$ cat src/rtl/fpu_scoreboard_if.sv
// Operation encoding shared by decode and the FPU scoreboard, plus the
// decode/issue/writeback bundle that connects them.
package fpu_scoreboard_pkg;
    typedef enum logic [4:0] {
        FPU_OP_INVALID = 5'd0,
        FPU_OP_ADD,
        FPU_OP_SUB,
        FPU_OP_MUL,
        FPU_OP_DIV,
        FPU_OP_SQRT,
        FPU_OP_ROUND,
        FPU_OP_TRUNC,
        FPU_OP_CEIL,
        FPU_OP_FLOOR,
        FPU_OP_CVTS,
        FPU_OP_CVTW,
        FPU_OP_COND,
        FPU_OP_LW,
        FPU_OP_SW,
        FPU_OP_MTC,
        FPU_OP_MFC,
        FPU_OP_CTC,
        FPU_OP_CFC
    } FPUOper_t;
endpackage

interface fpu_scoreboard_if;
    import fpu_scoreboard_pkg::*;

    logic        flush;
    logic        id_valid;
    FPUOper_t    id_op;
    logic [4:0]  id_raddr1;
    logic [4:0]  id_raddr2;
    logic        id_we;
    logic [4:0]  id_waddr;
    logic        issue_o;
    logic        stall_o;
    logic        wb_valid_o;
    logic [4:0]  wb_addr_o;
    logic [31:0] busy_o;
    logic        div_busy_o;

    modport master (
        output flush, id_valid, id_op, id_raddr1, id_raddr2, id_we, id_waddr,
        input  issue_o, stall_o, wb_valid_o, wb_addr_o, busy_o, div_busy_o
    );

    modport slave (
        input  flush, id_valid, id_op, id_raddr1, id_raddr2, id_we, id_waddr,
        output issue_o, stall_o, wb_valid_o, wb_addr_o, busy_o, div_busy_o
    );
endinterface

$ cat src/rtl/fpu_scoreboard.sv
// FPU issue scoreboard: per-FPR latency counters, writeback-slot queue,
// divider occupancy and fcc-pending tracking; decides issue vs. stall.
module fpu_scoreboard
    import fpu_scoreboard_pkg::*;
(
    input logic               clk,
    input logic               rst,
    fpu_scoreboard_if.slave   sb
);

    logic [3:0]  cnt [32];
    logic [15:0] slot_vld;
    logic [4:0]  slot_addr [16];
    logic [3:0]  div_cnt;
    logic [1:0]  fcc_cnt;

    logic [3:0]  lat;
    logic [3:0]  lat_m1;
    logic        use1, use2, is_div, is_ctl, is_cond, invalid;
    logic        track, hazard, live, issue;
    logic [31:0] busy;

    always_comb begin
        lat     = 4'd0;
        use1    = 1'b0;
        use2    = 1'b0;
        is_div  = 1'b0;
        is_ctl  = 1'b0;
        is_cond = 1'b0;
        invalid = 1'b0;
        case (sb.id_op)
            FPU_OP_ADD, FPU_OP_SUB: begin lat = 4'd3; use1 = 1'b1; use2 = 1'b1; end
            FPU_OP_MUL:             begin lat = 4'd4; use1 = 1'b1; use2 = 1'b1; end
            FPU_OP_DIV:  begin lat = 4'd10; use1 = 1'b1; use2 = 1'b1; is_div = 1'b1; end
            FPU_OP_SQRT: begin lat = 4'd10; use1 = 1'b1; is_div = 1'b1; end
            FPU_OP_ROUND, FPU_OP_TRUNC, FPU_OP_CEIL, FPU_OP_FLOOR,
            FPU_OP_CVTS, FPU_OP_CVTW: begin lat = 4'd2; use1 = 1'b1; end
            FPU_OP_COND: begin lat = 4'd2; use1 = 1'b1; use2 = 1'b1; is_cond = 1'b1; end
            FPU_OP_LW, FPU_OP_MTC:  lat = 4'd1;
            FPU_OP_SW:              use1 = 1'b1;
            FPU_OP_MFC:             use2 = 1'b1;
            FPU_OP_CTC, FPU_OP_CFC: is_ctl = 1'b1;
            default:                invalid = 1'b1;
        endcase
    end

    always_comb begin
        for (int i = 0; i < 32; i++) begin
            busy[i] = (cnt[i] != 4'd0);
        end
    end

    // Only ops with a defined FPR latency occupy a counter and a writeback slot.
    assign track  = sb.id_we && !is_ctl && (lat != 4'd0);
    assign lat_m1 = lat - 4'd1;

    // slot_vld[k] means some FPR writes back k cycles from now, so an op issued
    // now with latency L collides with whatever sits at index L.
    assign hazard = (use1 && busy[sb.id_raddr1])
                  || (use2 && busy[sb.id_raddr2])
                  || (track && busy[sb.id_waddr])
                  || (track && slot_vld[lat])
                  || (is_div && (div_cnt != 4'd0))
                  || (is_ctl && ((|busy) || (|slot_vld) || (div_cnt != 4'd0) || (fcc_cnt != 2'd0)));

    assign live  = sb.id_valid && !sb.flush && !invalid && !rst;
    assign issue = live && !hazard;

    assign sb.issue_o    = issue;
    assign sb.stall_o    = live && hazard;
    assign sb.wb_valid_o = slot_vld[0];
    assign sb.wb_addr_o  = slot_vld[0] ? slot_addr[0] : 5'd0;
    assign sb.busy_o     = busy;
    assign sb.div_busy_o = (div_cnt != 4'd0);

    always_ff @(posedge clk) begin
        if (rst) begin
            for (int i = 0; i < 32; i++) begin
                cnt[i] <= 4'd0;
            end
            for (int k = 0; k < 16; k++) begin
                slot_addr[k] <= 5'd0;
            end
            slot_vld <= 16'd0;
            div_cnt  <= 4'd0;
            fcc_cnt  <= 2'd0;
        end else begin
            for (int i = 0; i < 32; i++) begin
                if (issue && track && (sb.id_waddr == 5'(i))) begin
                    cnt[i] <= lat;
                end else if (cnt[i] != 4'd0) begin
                    cnt[i] <= cnt[i] - 4'd1;
                end
            end

            for (int k = 0; k < 15; k++) begin
                slot_vld[k]  <= slot_vld[k+1];
                slot_addr[k] <= slot_addr[k+1];
            end
            slot_vld[15]  <= 1'b0;
            slot_addr[15] <= 5'd0;
            if (issue && track) begin
                slot_vld[lat_m1]  <= 1'b1;
                slot_addr[lat_m1] <= sb.id_waddr;
            end

            if (issue && is_div) begin
                div_cnt <= 4'd10;
            end else if (div_cnt != 4'd0) begin
                div_cnt <= div_cnt - 4'd1;
            end

            if (issue && is_cond) begin
                fcc_cnt <= 2'd2;
            end else if (fcc_cnt != 2'd0) begin
                fcc_cnt <= fcc_cnt - 2'd1;
            end
        end
    end

endmodule

$ cat src/flat_wrapper.sv
// flat-port wrapper written by rule: the top's interface ports become plain ports
module fpu_scoreboard_flat import fpu_scoreboard_pkg::*;
  (clk, rst, sb_flush, sb_id_valid, sb_id_op, sb_id_raddr1, sb_id_raddr2, sb_id_we, sb_id_waddr, sb_issue_o, sb_stall_o, sb_wb_valid_o, sb_wb_addr_o, sb_busy_o, sb_div_busy_o);
  fpu_scoreboard_if sb_i ();
  input logic clk;
  input logic rst;
  input wire logic [$bits(sb_i.flush)-1:0] sb_flush;
  input wire logic [$bits(sb_i.id_valid)-1:0] sb_id_valid;
  input wire logic [$bits(sb_i.id_op)-1:0] sb_id_op;
  input wire logic [$bits(sb_i.id_raddr1)-1:0] sb_id_raddr1;
  input wire logic [$bits(sb_i.id_raddr2)-1:0] sb_id_raddr2;
  input wire logic [$bits(sb_i.id_we)-1:0] sb_id_we;
  input wire logic [$bits(sb_i.id_waddr)-1:0] sb_id_waddr;
  output wire logic [$bits(sb_i.issue_o)-1:0] sb_issue_o;
  output wire logic [$bits(sb_i.stall_o)-1:0] sb_stall_o;
  output wire logic [$bits(sb_i.wb_valid_o)-1:0] sb_wb_valid_o;
  output wire logic [$bits(sb_i.wb_addr_o)-1:0] sb_wb_addr_o;
  output wire logic [$bits(sb_i.busy_o)-1:0] sb_busy_o;
  output wire logic [$bits(sb_i.div_busy_o)-1:0] sb_div_busy_o;
  assign sb_i.flush = sb_flush;
  assign sb_i.id_valid = sb_id_valid;
  assign sb_i.id_op = sb_id_op;
  assign sb_i.id_raddr1 = sb_id_raddr1;
  assign sb_i.id_raddr2 = sb_id_raddr2;
  assign sb_i.id_we = sb_id_we;
  assign sb_i.id_waddr = sb_id_waddr;
  assign sb_issue_o = sb_i.issue_o;
  assign sb_stall_o = sb_i.stall_o;
  assign sb_wb_valid_o = sb_i.wb_valid_o;
  assign sb_wb_addr_o = sb_i.wb_addr_o;
  assign sb_busy_o = sb_i.busy_o;
  assign sb_div_busy_o = sb_i.div_busy_o;
  fpu_scoreboard u_core (.clk(clk), .rst(rst), .sb(sb_i));
endmodule
$ cat config.mk
export PLATFORM = sky130hd
export DESIGN_NAME = fpu_scoreboard_flat
export DESIGN_NICKNAME = d
export VERILOG_FILES = /design/src/rtl/fpu_scoreboard_if.sv /design/src/rtl/fpu_scoreboard.sv /design/src/flat_wrapper.sv
export SDC_FILE = /design/constraint.sdc
export NUM_CORES = 1
export LEC_CHECK = 0
export CAP_MARGIN = 30
export CORE_MARGIN = 5
export CORE_UTILIZATION = 60
export DETAILED_ROUTE_END_ITERATION = 10
export DONT_BUFFER_PORTS = 1
export PLACE_DENSITY_LB_ADDON = 0.12
export SYNTH_ARGS = -nofsm -noshare
export SYNTH_HDL_FRONTEND = slang
export SYNTH_SLANG_ARGS = --single-unit
$ cat constraint.sdc
create_clock -name clk -period 5.4 [get_ports clk]
set_clock_uncertainty 0.05 [all_clocks]
set_input_delay 1.08 -clock clk [delete_from_list [all_inputs] [get_ports clk]]
set_output_delay 1.08 -clock clk [all_outputs]
set_load 0.005 [all_outputs]
## Word-level counts from Yosys, hierarchy flattened

Memories as Yosys holds them, arrays and structs flattened.
Cells that the tools add are included.

| storage, ports and cells | value |
|---|---|
| register bits after elaboration | 22 |
| bits in writable memories | 208 |
| bits of input ports | 25 |
| word-level logic and storage cells | 624 |
| memories | 2 |

| cells by class | value |
|---|---|
| add/sub/neg operators | 35 |
| magnitude comparators | 6 |
| equal/unequal tests | 49 |
| mux-type cells | 332 |
| bitwise logic cells | 82 |
| reductions and logical operators | 112 |

Memory list:

| name | depth | bits a word | read ports | clocked after Yosys merged registers in | wr ports | RTL line | RTL |
|---|---|---|---|---|---|---|---|
| u_core.cnt | 32 | 4 | 32 | 0 | 32 | fpu_scoreboard.sv:11 | `logic [3:0] cnt [32];` |
| u_core.slot_addr | 16 | 5 | 16 | 0 | 17 | fpu_scoreboard.sv:13 | `logic [4:0] slot_addr [16];` |

Operators by type and width:

| operator | count |
|---|---|
| 4-bit two-way mux | 66 |
| 1-bit two-way mux | 240 |
| 4-bit nonzero test | 34 |
| 4-bit by 1-bit subtractor with 4-bit output (second input constant) | 34 |
| 5-bit == test (second input constant) | 19 |
| 5-bit two-way mux | 17 |
| 5-bit by 4-bit == test with 1-bit output (second input constant) | 16 |
| 1-bit bitwise OR | 80 |
| 1-bit logical AND | 49 |
| 5-bit by 3-bit == test with 1-bit output (second input constant) | 8 |
| 32-bit OR reduction | 1 |
| 5-bit by 2-bit == test with 1-bit output (second input constant) | 4 |
| 4-bit case mux with 5 select lines | 1 |
| 5-bit by 6-bit less-than comparator with 1-bit output (second input constant) | 3 |
| 18-bit OR reduction | 1 |
| 15-bit by 16-bit bitwise OR with 16-bit output | 1 |
| 16-bit OR reduction | 1 |
| 1-bit binary-select mux with 5-bit select | 3 |
| 15-bit two-way mux | 1 |
| 2-bit OR reduction | 7 |
| 13-bit OR reduction | 1 |
| 5-bit by 1-bit == test with 1-bit output (second input constant) | 2 |
| 4-bit by 5-bit less-than comparator with 1-bit output (second input constant) | 2 |
| 1-bit logical OR | 8 |
| 11 further kinds | 17 |

## Logic depth before layout (Yosys ltp)

| depth | value |
|---|---|
| depth in word-level cells | 20 |
| gate-level depth with buffers | 12 |
| depth with buffers taken out | 11 |

## Worst setup path before layout

OpenSTA, ideal clock, no wires.

| timing | value |
|---|---|
| kind | input-to-output |
| start point | input sb_id_waddr[0] |
| end point | output sb_issue_o |
| data arrival time | 3.089 ns |
| required time | 4.270 ns |
| setup slack | 1.181 ns |
| cell stages on the path | 8 |
| path buffers | 1 |
| cell sequence | clkbuf_1 -> nor2b_1 -> a22oi_1 -> and3_1 -> nor4_1 -> a31oi_1 -> nor4_1 -> and2_1 |

| on the way | value |
|---|---|
| longest elaborated chain between the ends | 9 |

Ends and longest elaborated chain:

| what | RTL line | RTL |
|---|---|---|
| from (decl) | flat_wrapper.sv:13 | `input wire logic [$bits(sb_i.id_waddr)-1:0] sb_id_waddr;` |
| 1-bit binary-select mux with 5-bit select | fpu_scoreboard.sv:61 | `\|\| (track && busy[sb.id_waddr])` |
| 1-bit two-way mux (implied by the code) | fpu_scoreboard.sv:61 |  |
| 1-bit logical AND | fpu_scoreboard.sv:61 |  |
| 1-bit logical OR | fpu_scoreboard.sv:61 |  |
| 1-bit logical OR | fpu_scoreboard.sv:62 | `\|\| (track && slot_vld[lat])` |
| 1-bit logical OR | fpu_scoreboard.sv:63 | `\|\| (is_div && (div_cnt != 4'd0))` |
| 1-bit logical OR | fpu_scoreboard.sv:64 | `\|\| (is_ctl && ((\|busy) \|\| (\|slot_vld) \|\| (div_cnt != 4'd0) \|\| (fcc_cnt != 2'd0)));` |
| 1-bit logical NOT | fpu_scoreboard.sv:67 | `assign issue = live && !hazard;` |
| 1-bit logical AND | fpu_scoreboard.sv:67 |  |
| to (decl) | flat_wrapper.sv:14 | `output wire logic [$bits(sb_i.issue_o)-1:0] sb_issue_o;` |

No other way between the ends. The select of a mux whose other input is x is not followed.

==> run summary <==
Vias/cell: 6.31
vias: 9994
mapped cell area: 12600 µm²
initial antenna violation count: 0
max frequency: 195 MHz
Yosys reg bits: 230
CP top delay family: simple AND/OR/NAND/NOR gates
worst slew pin tran: 0.989 ns
CP max stage cell: or4_1
Arr. time, crit path: 4.00 ns
CP dominant cell by count: nor4_1
Unique masters post-synth: 76
Buf/Inv on CP: 2
TritonRoute pass-1 iters: 6
vias in the first global route: 9773
TritonCTS clock tree: yes
reg2reg path depth: 11
Critical Path End Type: output port
depth of the CTS H-tree: 1
Port Buffer Count: 0
global-route wire length before repair: 54000 µm
cell row count: 53
fin crit period: 5.13 ns
crit path max fanout: 7
total CTS buffers: 24
yosys warns: 0
largest net degree at the start of global routing: 228
unrepaired setup endpoints after global routing: no
fin util: 65.8%
Critical Path Stages: 10
power density cells: 535 nW/µm²
Total Nets Final: 1349
outcome: completed
Hold Path Cell Cnt: 1
Core ar.: 20800 µm²
total of max-cap violations: 0
Setup WS pre-CTS: 0.834 ns
hold_sp: u_core.slot_addr[11][3]
r2r startpoint: u_core.cnt[0][64]
Slew Viols, Final: 0
Post-synth EDFFs: 128
Syn Inst Count: 1301
Ports: 66
# DRC: 0
Seq/Total Area, Yosys: 46.8%
WL/cell: 21.6 µm
Sum Neg Setup Slack: 0 ns
CTS root buf: clkbuf_16
DRT iter0 DRCs: 970
CP Launch Point: u_core.cnt[0][64]
cts hold-fix bufs: 0
Bufs on Longest Clock Path: 3
leak pwr: 5.16 nW
Post-DP HPWL: 24400 µm
syn_area_per_cell: 9.67 µm²
max incr delay on CP: 0.55 ns
Die X: 155 µm
GP Congestion: 1.00
Final period util: 95.0%
design area: 13700 µm²
Max VDD drop: 0.330 mV
clk sinks: 230
final WL: 34300 µm
Worst-Skew Late Latency: 0.52 ns
Post-CTS Setup Repair Bufs: 0
Final Hold Vio Count: 0
WS Path Type: flip-flop to output port
grt ovf: 0
worst hold path class: flip-flop to flip-flop
Clock transition at path regs: 0.06 ns
post_cts resized: 0
Routed Antenna Nets: 0
area of placed instances: 12900 µm²
Initial Util: 60.4%
final count of negative-setup-slack endpoints: 0
die area: 24000 µm²
relative slew slack: 33.9%
crit-path cells: inv_1, ha_1, or3b_1, or4_1, nor4_1, and4_1, o211ai_4, nor4_1, buf_4, and2_1
antenna diode count: 0
Die Ht: 155 µm
prevailing post-synth register cell: edfxtp_1
Area growth syn-to-layout: 8.87%
Setup WS post-layout: 0.272 ns
Critical Path Start Type: flip-flop
GRT Total Usage: 28.4%
Crit path required time: 4.27 ns
fraction of layout cells with a size suffix above 1: 10.2%
Synth async-reset ratio: 0%
[cell usage after synthesis, types with 5 or more instances]
library cell  number  area, µm²
inv_1             97        364
inv_2              7       26.3
mux2i_1           21        210
nand4_1           11       68.8
nand2b_1          28        175
edfxtp_1         128       3840
nand3_1           25        125
buf_4              6       45.0
a31oi_1            5       31.3
nor4b_1            7       61.3
a21oi_1           25        125
nand3b_1           8       60.1
a2111oi_0          6       52.6
nor3b_1           24        180
xor2_1            23        201
a221oi_1          11       96.3
and3_1             7       43.8
nor2_1           124        465
and2_1            18        113
clkbuf_1          55        206
nor3b_4            5       93.8
dfxtp_1          102       2040
xnor2_1           34        298
o211ai_1           5       37.5
o31ai_1           13       97.6
a211oi_1          68        510
or2_2             11       68.8
o21ai_0           48        240
o22ai_1           28        175
nor3_1            53        265
nor2b_1           80        500
nand2_1           61        229
mux2_2            13        146
or3_1             16        100
ha_1              32        400
nor4_1            14       87.6
[final timing paths]
kind	endpoint	slack [ns]
max	sb_issue_o	0.27
min	u_core.slot_addr[10][3]	0.38
max reg2reg	u_core.cnt[0][106]	0.74
min reg2reg	u_core.slot_addr[10][3]	0.38
[stage by stage]
| step | hold WS, ns | cells | total power [mW] |
|---|---|---|---|
| CTS | 0.384 | 1584 | 7.32 |
| global route | 0.394 | 1585 | 7.80 |
| floorplan | 0.364 | 1306 | 4.91 |
| global placement | 0.368 | 1540 | 5.62 |
| finish | 0.384 | 1585 | 7.33 |
| detailed placement | 0.370 | 1540 | 5.70 |
[per-layer routing]
metal  part of all wire [%]  track usage [%]  vias up
met5                      0                0        -
met4                    4.9             12.6        0
met3                    9.0             6.49      119
met2                     45             45.3      451
met1                     41             37.3     4753
li1                       -                -     4671
[where the power goes]
group | switching, mW | internal [mW]
combinational | 1.69 | 1.18
clock | 0.659 | 0.951
sequential | 0.335 | 2.51
[final cells by class]
class                           count  area [µm²]
Fill cell                        1717        7130
Multi-Input combinational cell    902        6060
Sequential cell                   230        5890
Clock buffer                       37         746
Inverter                          104         390
Tap cell                          275         344
Timing Repair Buffer               30         229
Clock inverter                      7        36.3
[cells by family (layout without fill, tap and decap cells)]
family	count (synthesis)	count (layout)	share of synthesized area [%]
AO/OA/AOI/OAI	249	249	13.7
XOR/XNOR	57	57	3.97
adder cells (fa/ha/maj)	33	33	3.26
buffers and inverters	174	178	5.47
flip-flops	230	230	46.8
multiplexers	38	38	3.55
other	1	6	0.0298
AND/OR/NAND/NOR	519	519	23.2
[sequential cells by signal (all words and copies together) (netlist names)]
signal            cells
u_core.fcc_cnt        2
u_core.slot_addr     80
u_core.cnt          128
u_core.slot_vld      16
u_core.div_cnt        4
[placed cells by master, fill, tap and decap left out, types with 13 or more instances in the layout]
cell       count
ha_1          32
nand3_1       25
a21oi_1       25
a211oi_1      68
nor2b_1       80
o22ai_1       28
nand2b_1      28
and2_1        18
nor3b_1       24
buf_4         29
or3_1         16
edfxtp_1     128
inv_1         97
xnor2_1       34
mux2_2        13
nor2_1       124
o21ai_0       48
mux2i_1       21
xor2_1        23
dfxtp_1      102
nor3_1        53
clkbuf_16     27
nand2_1       61
o31ai_1       13
(Power assumes the default switching activity.)
